--- config.mk ---
export PLATFORM = sky130hd
export DESIGN_NAME = ysyx_25040111_axi_arbiter
export DESIGN_NICKNAME = d
export VERILOG_FILES = /design/src/rtl/ysyx_25040111_axi_pkg.sv /design/src/rtl/ysyx_25040111_axi_arbiter.sv
export SDC_FILE = /design/constraint.sdc
export NUM_CORES = 1
export LEC_CHECK = 0
export BUFFER_PORTS_ARGS = -buffer_cell sky130_fd_sc_hd__buf_2
export CORE_AREA = 2 2 159 161
export CTS_BUF_LIST = sky130_fd_sc_hd__clkbuf_16
export DETAILED_ROUTE_END_ITERATION = 8
export DIE_AREA = 0 0 161 163
export PLACE_DENSITY_LB_ADDON = 0.12
export SETUP_SLACK_MARGIN = 0.2
export SYNTH_ARGS = -nofsm -noshare
export SYNTH_HDL_FRONTEND = slang
export SYNTH_SLANG_ARGS = --single-unit
--- constraint.sdc ---
create_clock -name clk -period 1.8 [get_ports clk]
set_input_delay 0.09 -clock clk [delete_from_list [all_inputs] [get_ports clk]]
set_output_delay 0.09 -clock clk [all_outputs]
set_load 0.01 [all_outputs]
--- src/rtl/ysyx_25040111_axi_pkg.sv ---
// Shared types and AXI4 constants for the two-master arbiter.
// The state encoding is fixed here so every user agrees on the 2-bit values.
package ysyx_25040111_axi_pkg;

  localparam logic [1:0] ST_IDLE  = 2'd0;
  localparam logic [1:0] ST_IFU_R = 2'd1;
  localparam logic [1:0] ST_LSU_R = 2'd2;
  localparam logic [1:0] ST_LSU_W = 2'd3;

  typedef enum logic [1:0] {
    IDLE  = ST_IDLE,
    IFU_R = ST_IFU_R,
    LSU_R = ST_LSU_R,
    LSU_W = ST_LSU_W
  } arb_state_t;

  localparam logic [1:0] BURST_INCR = 2'b01;
  localparam logic [7:0] LEN_SINGLE = 8'h00;
  localparam logic [3:0] ID_ZERO    = 4'h0;
  localparam logic [2:0] SIZE_WORD  = 3'b010;
  localparam logic [1:0] RESP_OKAY  = 2'b00;

  // Fixed-priority grant: a pending write beats an LSU read, which beats a fetch.
  function automatic arb_state_t grant(input logic aw_req, input logic ar_req,
                                       input logic if_req);
    if (aw_req)      return LSU_W;
    else if (ar_req) return LSU_R;
    else if (if_req) return IFU_R;
    else             return IDLE;
  endfunction

endpackage

--- src/rtl/ysyx_25040111_axi_arbiter.sv ---
// Two-master (IFU read-only, LSU read/write) to one-slave AXI4 arbiter.
// One single-beat transaction owns the bus at a time; the owner is muxed through combinationally.
module ysyx_25040111_axi_arbiter
  import ysyx_25040111_axi_pkg::*;
#(
  parameter int ADDR_W = 32,
  parameter int DATA_W = 32
) (
  input  logic                clk,
  input  logic                rst_n,
  input  logic                ifu_arvalid,
  output logic                ifu_arready,
  input  logic [ADDR_W-1:0]   ifu_araddr,
  output logic                ifu_rvalid,
  input  logic                ifu_rready,
  output logic [DATA_W-1:0]   ifu_rdata,
  output logic [1:0]          ifu_rresp,
  input  logic                lsu_arvalid,
  output logic                lsu_arready,
  input  logic [ADDR_W-1:0]   lsu_araddr,
  input  logic [2:0]          lsu_arsize,
  output logic                lsu_rvalid,
  input  logic                lsu_rready,
  output logic [DATA_W-1:0]   lsu_rdata,
  output logic [1:0]          lsu_rresp,
  input  logic                lsu_awvalid,
  output logic                lsu_awready,
  input  logic [ADDR_W-1:0]   lsu_awaddr,
  input  logic [2:0]          lsu_awsize,
  input  logic                lsu_wvalid,
  output logic                lsu_wready,
  input  logic [DATA_W-1:0]   lsu_wdata,
  input  logic [DATA_W/8-1:0] lsu_wstrb,
  input  logic                lsu_wlast,
  output logic                lsu_bvalid,
  input  logic                lsu_bready,
  output logic [1:0]          lsu_bresp,
  input  logic                io_master_awready,
  output logic                io_master_awvalid,
  output logic [ADDR_W-1:0]   io_master_awaddr,
  output logic [3:0]          io_master_awid,
  output logic [7:0]          io_master_awlen,
  output logic [2:0]          io_master_awsize,
  output logic [1:0]          io_master_awburst,
  input  logic                io_master_wready,
  output logic                io_master_wvalid,
  output logic [DATA_W-1:0]   io_master_wdata,
  output logic [DATA_W/8-1:0] io_master_wstrb,
  output logic                io_master_wlast,
  output logic                io_master_bready,
  input  logic                io_master_bvalid,
  input  logic [1:0]          io_master_bresp,
  input  logic                io_master_arready,
  output logic                io_master_arvalid,
  output logic [ADDR_W-1:0]   io_master_araddr,
  output logic [3:0]          io_master_arid,
  output logic [7:0]          io_master_arlen,
  output logic [2:0]          io_master_arsize,
  output logic [1:0]          io_master_arburst,
  output logic                io_master_rready,
  input  logic                io_master_rvalid,
  input  logic [1:0]          io_master_rresp,
  input  logic [DATA_W-1:0]   io_master_rdata,
  input  logic                io_master_rlast
);

  arb_state_t state_reg, state_next;

  always_ff @(posedge clk or negedge rst_n) begin
    if (!rst_n) state_reg <= IDLE;
    else        state_reg <= state_next;
  end

  always_comb begin
    state_next        = state_reg;
    ifu_arready       = 1'b0;
    ifu_rvalid        = 1'b0;
    ifu_rdata         = '0;
    ifu_rresp         = '0;
    lsu_arready       = 1'b0;
    lsu_rvalid        = 1'b0;
    lsu_rdata         = '0;
    lsu_rresp         = '0;
    lsu_awready       = 1'b0;
    lsu_wready        = 1'b0;
    lsu_bvalid        = 1'b0;
    lsu_bresp         = '0;
    io_master_awvalid = 1'b0;
    io_master_awaddr  = '0;
    io_master_awid    = '0;
    io_master_awlen   = '0;
    io_master_awsize  = '0;
    io_master_awburst = '0;
    io_master_wvalid  = 1'b0;
    io_master_wdata   = '0;
    io_master_wstrb   = '0;
    io_master_wlast   = 1'b0;
    io_master_bready  = 1'b0;
    io_master_arvalid = 1'b0;
    io_master_araddr  = '0;
    io_master_arid    = '0;
    io_master_arlen   = '0;
    io_master_arsize  = '0;
    io_master_arburst = '0;
    io_master_rready  = 1'b0;

    unique case (state_reg)
      IDLE: state_next = grant(lsu_awvalid, lsu_arvalid, ifu_arvalid);
      IFU_R: begin
        io_master_arvalid = ifu_arvalid;
        io_master_araddr  = ifu_araddr;
        io_master_arid    = ID_ZERO;
        io_master_arlen   = LEN_SINGLE;
        io_master_arsize  = SIZE_WORD;
        io_master_arburst = BURST_INCR;
        ifu_arready       = io_master_arready;
        io_master_rready  = ifu_rready;
        ifu_rvalid        = io_master_rvalid;
        ifu_rdata         = io_master_rdata;
        ifu_rresp         = io_master_rresp;
        if (io_master_rvalid && ifu_rready && io_master_rlast) state_next = IDLE;
      end
      LSU_R: begin
        io_master_arvalid = lsu_arvalid;
        io_master_araddr  = lsu_araddr;
        io_master_arid    = ID_ZERO;
        io_master_arlen   = LEN_SINGLE;
        io_master_arsize  = lsu_arsize;
        io_master_arburst = BURST_INCR;
        lsu_arready       = io_master_arready;
        io_master_rready  = lsu_rready;
        lsu_rvalid        = io_master_rvalid;
        lsu_rdata         = io_master_rdata;
        lsu_rresp         = io_master_rresp;
        if (io_master_rvalid && lsu_rready && io_master_rlast) state_next = IDLE;
      end
      LSU_W: begin
        // AW and W are independent here; the slave may accept them in any order.
        io_master_awvalid = lsu_awvalid;
        io_master_awaddr  = lsu_awaddr;
        io_master_awid    = ID_ZERO;
        io_master_awlen   = LEN_SINGLE;
        io_master_awsize  = lsu_awsize;
        io_master_awburst = BURST_INCR;
        lsu_awready       = io_master_awready;
        io_master_wvalid  = lsu_wvalid;
        io_master_wdata   = lsu_wdata;
        io_master_wstrb   = lsu_wstrb;
        io_master_wlast   = lsu_wlast;
        lsu_wready        = io_master_wready;
        io_master_bready  = lsu_bready;
        lsu_bvalid        = io_master_bvalid;
        lsu_bresp         = io_master_bresp;
        if (io_master_bvalid && lsu_bready) state_next = IDLE;
      end
      default: state_next = IDLE;
    endcase
  end

endmodule
==> metrics.md, run 1 <==
| Metric | Value |
|---|---|
| P&R area growth vs syn | `141%` |
| Clock buffer depth | `2` |
| Mean routed wirelength per cell | `14.0 um` |
| Worst R2R Start | `state_reg[1]` |
| Total power | `0.00535 W` |
| Antenna Violating Nets Remaining | `0` |
| Seq cells post-synth | `2` |
| Setup TNS | `0 ns` |
| Die Ht | `163 um` |
| Reg2reg end | `state_reg[1]` |
| RePlAce Congestion | `0.701` |
| Io pins | `407` |
| Share of layout cells above drive strength 1 | `64.7%` |
| Outcome | `finished clean` |
| Crit end category | `output pin` |
| XOR/XNOR Fraction of Synth Area | `0%` |
| FF-to-FF path depth | `6` |
| CTS tree | `yes` |
| Clk pwr share | `6.2%` |
| Initial core utilization | `7.99%` |
| Num Clock Sinks | `2` |
| Fin crit period | `1.64 ns` |
| Netlist Area Pre-Place | `0.00197 mm^2` |
| Worst path bufs/invs | `4` |
| Post-synth top cells | `and2_1, nor2b_1, a22oi_1` |
| Main combinational cell family by area after synthesis | `simple AND/OR/NAND/NOR gates` |
| CTS Buf Count | `3` |
| Max cap viols | `0` |
| Die ar. | `0.0262 mm^2` |
| Die Span X | `161 um` |
| Worst path required time | `1.71 ns` |
| Number of core rows | `58` |
| Mux share of post-synthesis cell area | `1.02%` |
| Most frequent cell after synthesis | `and2_1` |
| Diode count | `0` |
| Adder-cell share of the synthesized area | `3.17%` |
| Largest register FFs | `2` |
| Post-synth EDFFs | `0` |
| Unique masters post-synth | `19` |
| Post-Synth Simple-Gate Area | `61.5%` |
| CP top delay family | `buffers and inverters` |
| DR DRC count | `0` |
| Sw frac | `46.1%` |
| Clock Pin Slew Worst Setup and Hold Paths | `0.03 ns` |
| GRT Util Overall | `9.06%` |
| Overflow after GRT | `0` |
| Slew Limit Fails | `0` |
| Pleak | `2.75 nW` |
| Cells along the critical path | `inv_4 > ha_4 > buf_12 > clkbuf_16 > and2_4 > buf_6` |
| Vias | `3336` |
| RSZ-0062 raised after global routing | `yes` |
| Sequential share of power | `2.3%` |
| DR iter-0 viols | `72` |
| Max incr delay on CP | `0.46 ns` |
| Sequential fraction of the synthesis area | `2.54%` |
| Layout Skew | `0.000520 ns` |
| Synth warnings | `0` |
| Min-delay worst type | `in2async` |
| Worst Path Max Fanout | `7` |
| Root Buffer | `clkbuf_16` |
| Syn Area/Cell | `6.62 um^2` |
| Initial antenna violation count | `1` |
| Routed wire length | `13900 um` |
| Synth Instances | `298` |
| Storage cell area | `52.6 um^2` |
| # setup viols final | `0` |
| F_max | `610 MHz` |
| Synth top area cells | `and2_1, a22oi_1, nor2b_1` |
| Global-route wire length before repair | `18200 um` |
| Period utilization | `91.1%` |
| First drt pass iteration count | `4` |
| HPWL Detailed | `11000 um` |
| R2R Setup Slk | `0.18 ns` |
| Power Density | `1130 mW/mm^2` |
| Clock Latency Late Sink | `0.22 ns` |
| Final Hold Vio Count | `0` |
| Setup Crit Path Kind | `reg2out` |
| Vias per cell | `3.34` |
| Vias in the first global route | `3145` |
| Synth top area share | `48.9%` |
| Synth Area in Compound Gates | `15.5%` |
| Crit-path slowest cell | `dfrtp_2` |
| Async S/R FF share, synth | `100%` |
| # port buffers | `380` |
| Layout fillers | `2861` |
| Area occupied by multi-input gates | `0.00181 mm^2` |
| VDD IR max | `0.398 mV` |
| CORE AREA | `0.0247 mm^2` |
| Critical path arrival | `1.55 ns` |
| Nets | `866` |
| CP startpoint kind | `flip-flop` |
| P_int | `0.00288 W` |
| H-tree depth | `1` |
| Prevailing post-synth register cell | `dfrtp_1` |
| Comb power frac | `91.5%` |
| Psw | `0.00246 W` |
| Largest net degree at the start of global routing | `42` |
| Synth area leader | `and2_1` |
[per-layer routing]
metal	vias to the layer above	share of wire [%]	global-route usage, %
met3	12	8.9	2.14
met4	0	2.0	2.76
met2	218	53	17.9
li1	1634	-	-
met5	-	0	0
met1	1472	36	9.40
[placed cells by master, fill, tap and decap left out]
cell type,n
clkbuf_16,7
mux2i_1,2
a22oi_1,34
a21oi_1,1
a2111oi_4,1
ha_1,1
nor2b_4,1
buf_8,2
nand2_1,1
nor2b_1,37
buf_4,1
buf_6,25
and2_4,24
dfrtp_2,2
buf_16,2
a2bb2oi_1,1
dlygate4sd3_1,1
inv_4,2
and2_1,130
conb_1,26
buf_2,356
o21ai_0,2
ha_4,4
buf_12,6
[area by class of cell]
class                      count  area share [%]
timing repair buffer         397            50.3
clock buffer                   3            1.58
inverter                       2           0.264
tap                          330            8.70
sequential                     2            1.11
multi-input combinational    265            38.1
[power groups by stage]
stage / Sequential [W] / Clock [W] / Combinational, W
2_1_floorplan: 0.0000830 / 0 / 0.00233
3_3_place_gp: 0.0000893 / 0 / 0.00412
3_5_place_dp: 0.0000890 / 0 / 0.00402
4_1_cts: 0.000112 / 0.000339 / 0.00428
5_1_grt: 0.000126 / 0.000344 / 0.00533
6_report: 0.000121 / 0.000334 / 0.00489
[timing repair]
| item | CTS | global route |
|---|---|---|
| setup endpoints to repair | 83 | 149 |
| pin swaps | 1 | 0 |
| hold buffers | 1 | 0 |
| buffers inserted | 0 | 2 |
| cloned | 2 | 5 |
| resized for setup | 11 | 59 |
| hold endpoints to repair | 2 | 0 |
[worst register-to-register path: stages, from the launching register on]
cell       delay (ns)
dfrtp_2          0.44
inv_4            0.07
ha_4             0.21
buf_4            0.15
a2bb2oi_1        0.17
a2111oi_4        0.27
mux2i_1          0.22
[how the worst max path moves through the flow]
stage	from	endpoint	slack, ns	depth (start not counted)
CTS	state_reg[1]	ifu_rdata[5]	0.13	5
finish	state_reg[1]	ifu_rdata[16]	0.16	6
global route	state_reg[1]	io_master_araddr[30]	0.07	6
floorplan	state_reg[0]	state_reg[0]	0.28	6
global placement	state_reg[0]	state_reg[1]	0.21	5
detailed placement	state_reg[0]	state_reg[1]	0.20	5
[logic make-up (layout without fill, tap and decap cells)]
family                     count (synthesis)  in the layout
buffers and inverters                     56            402
other                                      1             26
DFF                                        2              2
adders and majority gates                  5              5
AOI/OAI and AO/OA                         39             39
muxes                                      2              2
and+or+nand+nor                          193            193
[per-stage QoR]
step	std cells	cell area (um^2)	utilization (%)	hold WS, ns	worst slack, ns
CTS	992	4380	17.7	0.212	0.131
detailed placement	986	4180	16.9	-0.113	0.196
finish	999	4750	19.2	0.213	0.159
floorplan	323	2070	-	-0.206	0.281
global route	999	4750	19.2	0.220	0.0698
global placement	986	4180	16.9	-0.118	0.214
Note: power is estimated with default switching activity, not from simulation.
==> inputs of run 2 (changes only) <==
--- a/config.mk
+++ b/config.mk
@@ -5,13 +5,15 @@
 export SDC_FILE = /design/constraint.sdc
 export NUM_CORES = 1
 export LEC_CHECK = 0
+export ABC_AREA = 1
 export BUFFER_PORTS_ARGS = -buffer_cell sky130_fd_sc_hd__buf_2
-export CORE_AREA = 2 2 159 161
+export CORE_AREA = 2 2 157 159
 export CTS_BUF_LIST = sky130_fd_sc_hd__clkbuf_16
 export DETAILED_ROUTE_END_ITERATION = 8
-export DIE_AREA = 0 0 161 163
+export DIE_AREA = 0 0 159 161
 export PLACE_DENSITY_LB_ADDON = 0.12
 export SETUP_SLACK_MARGIN = 0.2
+export SKIP_LAST_GASP = 1
 export SYNTH_ARGS = -nofsm -noshare
 export SYNTH_HDL_FRONTEND = slang
 export SYNTH_SLANG_ARGS = --single-unit
==> run 2 against run 1 <==
Via count rose by 21%. First-iteration DRC count rose by 40%. Wire length rose by 12%. Non-clock buffer count rose by 20. Critical endpoint is now io_master_wdata[3]. Largest power group unchanged. Critical path type unchanged. Sequential power fell by 8%. Cell area rose by 7.3%.
==> metrics.md, run 2 <==
| Metric | Value |
|---|---|
| Outcome | `finished clean (unchanged)` |
| Diode count | `0 (unchanged)` |
| Io pins | `407 (unchanged)` |
| Comb power frac | `91.4% (was 91.5%)` |
| Critical path arrival | `1.58 ns (was 1.55 ns)` |
| H-tree depth | `1 (unchanged)` |
| Pleak | `4.09 nW (was 2.75 nW)` |
| RSZ-0062 raised after global routing | `yes (unchanged)` |
| Setup TNS | `0 ns (unchanged)` |
| Crit end category | `output pin (unchanged)` |
| Num Clock Sinks | `2 (unchanged)` |
| Mean routed wirelength per cell | `12.8 um (was 14.0 um)` |
| Commonest cells after routing, fill and taps aside | `buf_2, nand2_1, inv_1 (was buf_2, and2_1, nor2b_1)` |
| Worst path required time | `1.71 ns (about the same)` |
| CTS Buf Count | `3 (unchanged)` |
| Sequential share of power | `2.1% (was 2.3%)` |
| Routed wire length | `15600 um (was 13900 um)` |
| Sequential fraction of the synthesis area | `2.29% (was 2.54%)` |
| Synth top area cells | `nand2_1, inv_1, buf_4 (was and2_1, a22oi_1, nor2b_1)` |
| Slack of the critical path | `0.129 ns (was 0.159 ns)` |
| Pre-CTS setup slack | `0.200 ns (was 0.196 ns)` |
| GRT Util Overall | `10.3% (was 9.06%)` |
| Psw | `0.00267 W (was 0.00246 W)` |
| Min-delay worst type | `in2async (unchanged)` |
| Vias | `4048 (was 3336)` |
| Period utilization | `92.8% (was 91.1%)` |
| Seq cells post-synth | `2 (unchanged)` |
| Die Span X | `159 um (was 161 um)` |
| Root Buffer | `clkbuf_16 (unchanged)` |
| Post-synth top cells | `nand2_1, inv_1, a21oi_1 (was and2_1, nor2b_1, a22oi_1)` |
| # port buffers | `380 (unchanged)` |
| Number of core rows | `57 (was 58)` |
| CORE AREA | `0.0240 mm^2 (was 0.0247 mm^2)` |
| Global-route wire length before repair | `20600 um (was 18200 um)` |
| Die ar. | `0.0256 mm^2 (was 0.0262 mm^2)` |
| Hold Slack | `0.241 ns (was 0.213 ns)` |
| Antenna Violating Nets Remaining | `0 (unchanged)` |
| Power Density | `1020 mW/mm^2 (was 1130 mW/mm^2)` |
| Clk pwr share | `6.4% (was 6.2%)` |
| Placed cell areas | `0.00434 mm^2 (was 0.00418 mm^2)` |
| Setup Crit Path Kind | `reg2out (unchanged)` |
| Max cap viols | `0 (unchanged)` |
| CP startpoint kind | `flip-flop (unchanged)` |
| Nets | `1093 (was 866)` |
| DR DRC count | `0 (unchanged)` |
| Syn Area/Cell | `4.32 um^2 (was 6.62 um^2)` |
| Largest register FFs | `2 (unchanged)` |
| F_max | `598 MHz (was 610 MHz)` |
| RePlAce Congestion | `0.739 (was 0.701)` |
| # setup viols final | `0 (unchanged)` |
| Worst Path Max Fanout | `4 (was 7)` |
| Design area | `0.00510 mm^2 (was 0.00475 mm^2)` |
| Synth Instances | `505 (was 298)` |
| Layout Skew | `0.00241 ns (was 0.000520 ns)` |
| Initial core utilization | `9.10% (was 7.99%)` |
| Unique masters post-synth | `13 (was 19)` |
| Share of layout cells above drive strength 1 | `48.9% (was 64.7%)` |
| Synth warnings | `0 (unchanged)` |
| Clock buffer depth | `2 (unchanged)` |
| Vias per cell | `3.32 (was 3.34)` |
| Initial antenna violation count | `1 (unchanged)` |
| Synth top area share | `40.4% (was 48.9%)` |
| Largest net degree at the start of global routing | `40 (was 42)` |
| DR iter-0 viols | `101 (was 72)` |
| Sw frac | `51.4% (was 46.1%)` |
| CTS tree | `yes (unchanged)` |
| Post-synth EDFFs | `0 (unchanged)` |
| Clock Latency Late Sink | `0.22 ns (about the same)` |
| HPWL Detailed | `11300 um (was 11000 um)` |
| P_int | `0.00252 W (was 0.00288 W)` |
| Vias in the first global route | `3741 (was 3145)` |
| Fin crit period | `1.67 ns (was 1.64 ns)` |
| Overflow after GRT | `0 (unchanged)` |
| Commonest non-fill, non-tap cell in the layout | `buf_2 (unchanged)` |
| Async S/R FF share, synth | `100% (unchanged)` |
| Netlist Area Pre-Place | `0.00218 mm^2 (was 0.00197 mm^2)` |
| Slew Limit Fails | `0 (unchanged)` |
| Final Hold Vio Count | `0 (unchanged)` |
| First drt pass iteration count | `4 (unchanged)` |
| P&R area growth vs syn | `134% (was 141%)` |
| VDD IR max | `0.741 mV (was 0.398 mV)` |
| Clock Pin Slew Worst Setup and Hold Paths | `0.03 ns (about the same)` |
| Prevailing post-synth register cell | `dfrtp_1 (unchanged)` |
| Synth area leader | `nand2_1 (was and2_1)` |
| Most frequent cell after synthesis | `nand2_1 (was and2_1)` |
| Die Ht | `161 um (was 163 um)` |
==> run 2: cell count changes after synthesis, sizes merged, moves of 2 or more <==
cell,change
buf,+22
a22oi,-34
and2,-154
nor2b,-38
mux2i,-2
nand2,+234
a21oi,+36
inv,+160
clkbuf,-22
nor2,+2
nand3,+5
==> run 2: final cells by class <==
class,instances,area [um^2]
Timing Repair Buffer,417,2590
Tap cell,324,405
Fill cell,2848,18900
Sequential cell,2,52.6
Multi-Input combinational cell,311,1350
Inverter,163,621
Clock buffer,3,75.1
==> run 2: critical path, stage by stage (launching register included) <==
cell	delay (ns)
dfrtp_2	0.45
buf_4	0.16
ha_4	0.17
buf_4	0.13
buf_4	0.12
buf_6	0.11
nand2_1	0.05
inv_1	0.03
buf_2	0.13
==> run 2: metal layers <==
metal	wire [um]	track usage, %
met1	5540	10.0
met2	8830	21.9
met4	129	2.27
met5	0	0
met3	1060	2.23
==> run 2: final timing paths <==
path / from / to / slack (ns) / cells past startpoint
setup / recovery: state_reg[0] / io_master_wdata[3] / 0.13 / 8
hold / removal: rst_n / state_reg[0] / 0.24 / 2
setup reg to reg: state_reg[1] / state_reg[1] / 0.34 / 9
hold reg to reg: state_reg[1] / state_reg[1] / 0.59 / 2
max in group asynchronous: rst_n / state_reg[1] / 1.45 / 2
min in group clk: ifu_arvalid / state_reg[0] / 0.29 / 5
==> run 2: metrics by stage <==
step | util, % | instances | total power (W)
after floorplan | - | 530 | 0.00214
after global placement | 18.1 | 1188 | 0.00369
after detailed placement | 18.1 | 1188 | 0.00363
after CTS | 19.4 | 1202 | 0.00451
after global routing | 21.3 | 1220 | 0.00569
final | 21.3 | 1220 | 0.00519
==> run 2: what timing repair did <==
item	4_1_cts	5_1_grt
resized for setup	17	34
endpoints found under the setup margin	100	150
setup buffers	5	7
pin swaps	1	2
endpoints found under the hold margin	2	0
gates cloned	5	11
hold buffers	1	0
==> run 2: cells by family (layout without fill, tap and decap cells) <==
family,Yosys count,after routing,share of synthesized area [%]
simple gates,242,242,41.9
buf+inv,217,583,44.0
compound gates,38,38,8.72
fa+ha+maj,5,5,2.87
flops,2,2,2.29
other cells,1,26,0.172
==> run 2: power groups by stage <==
stage,clock [W],sequential [W],combinational (W)
floorplan,0,0.0000839,0.00206
global placement,0,0.0000950,0.00360
detailed placement,0,0.0000960,0.00354
CTS,0.000335,0.000108,0.00407
global route,0.000349,0.000114,0.00523
finish,0.000333,0.000111,0.00474
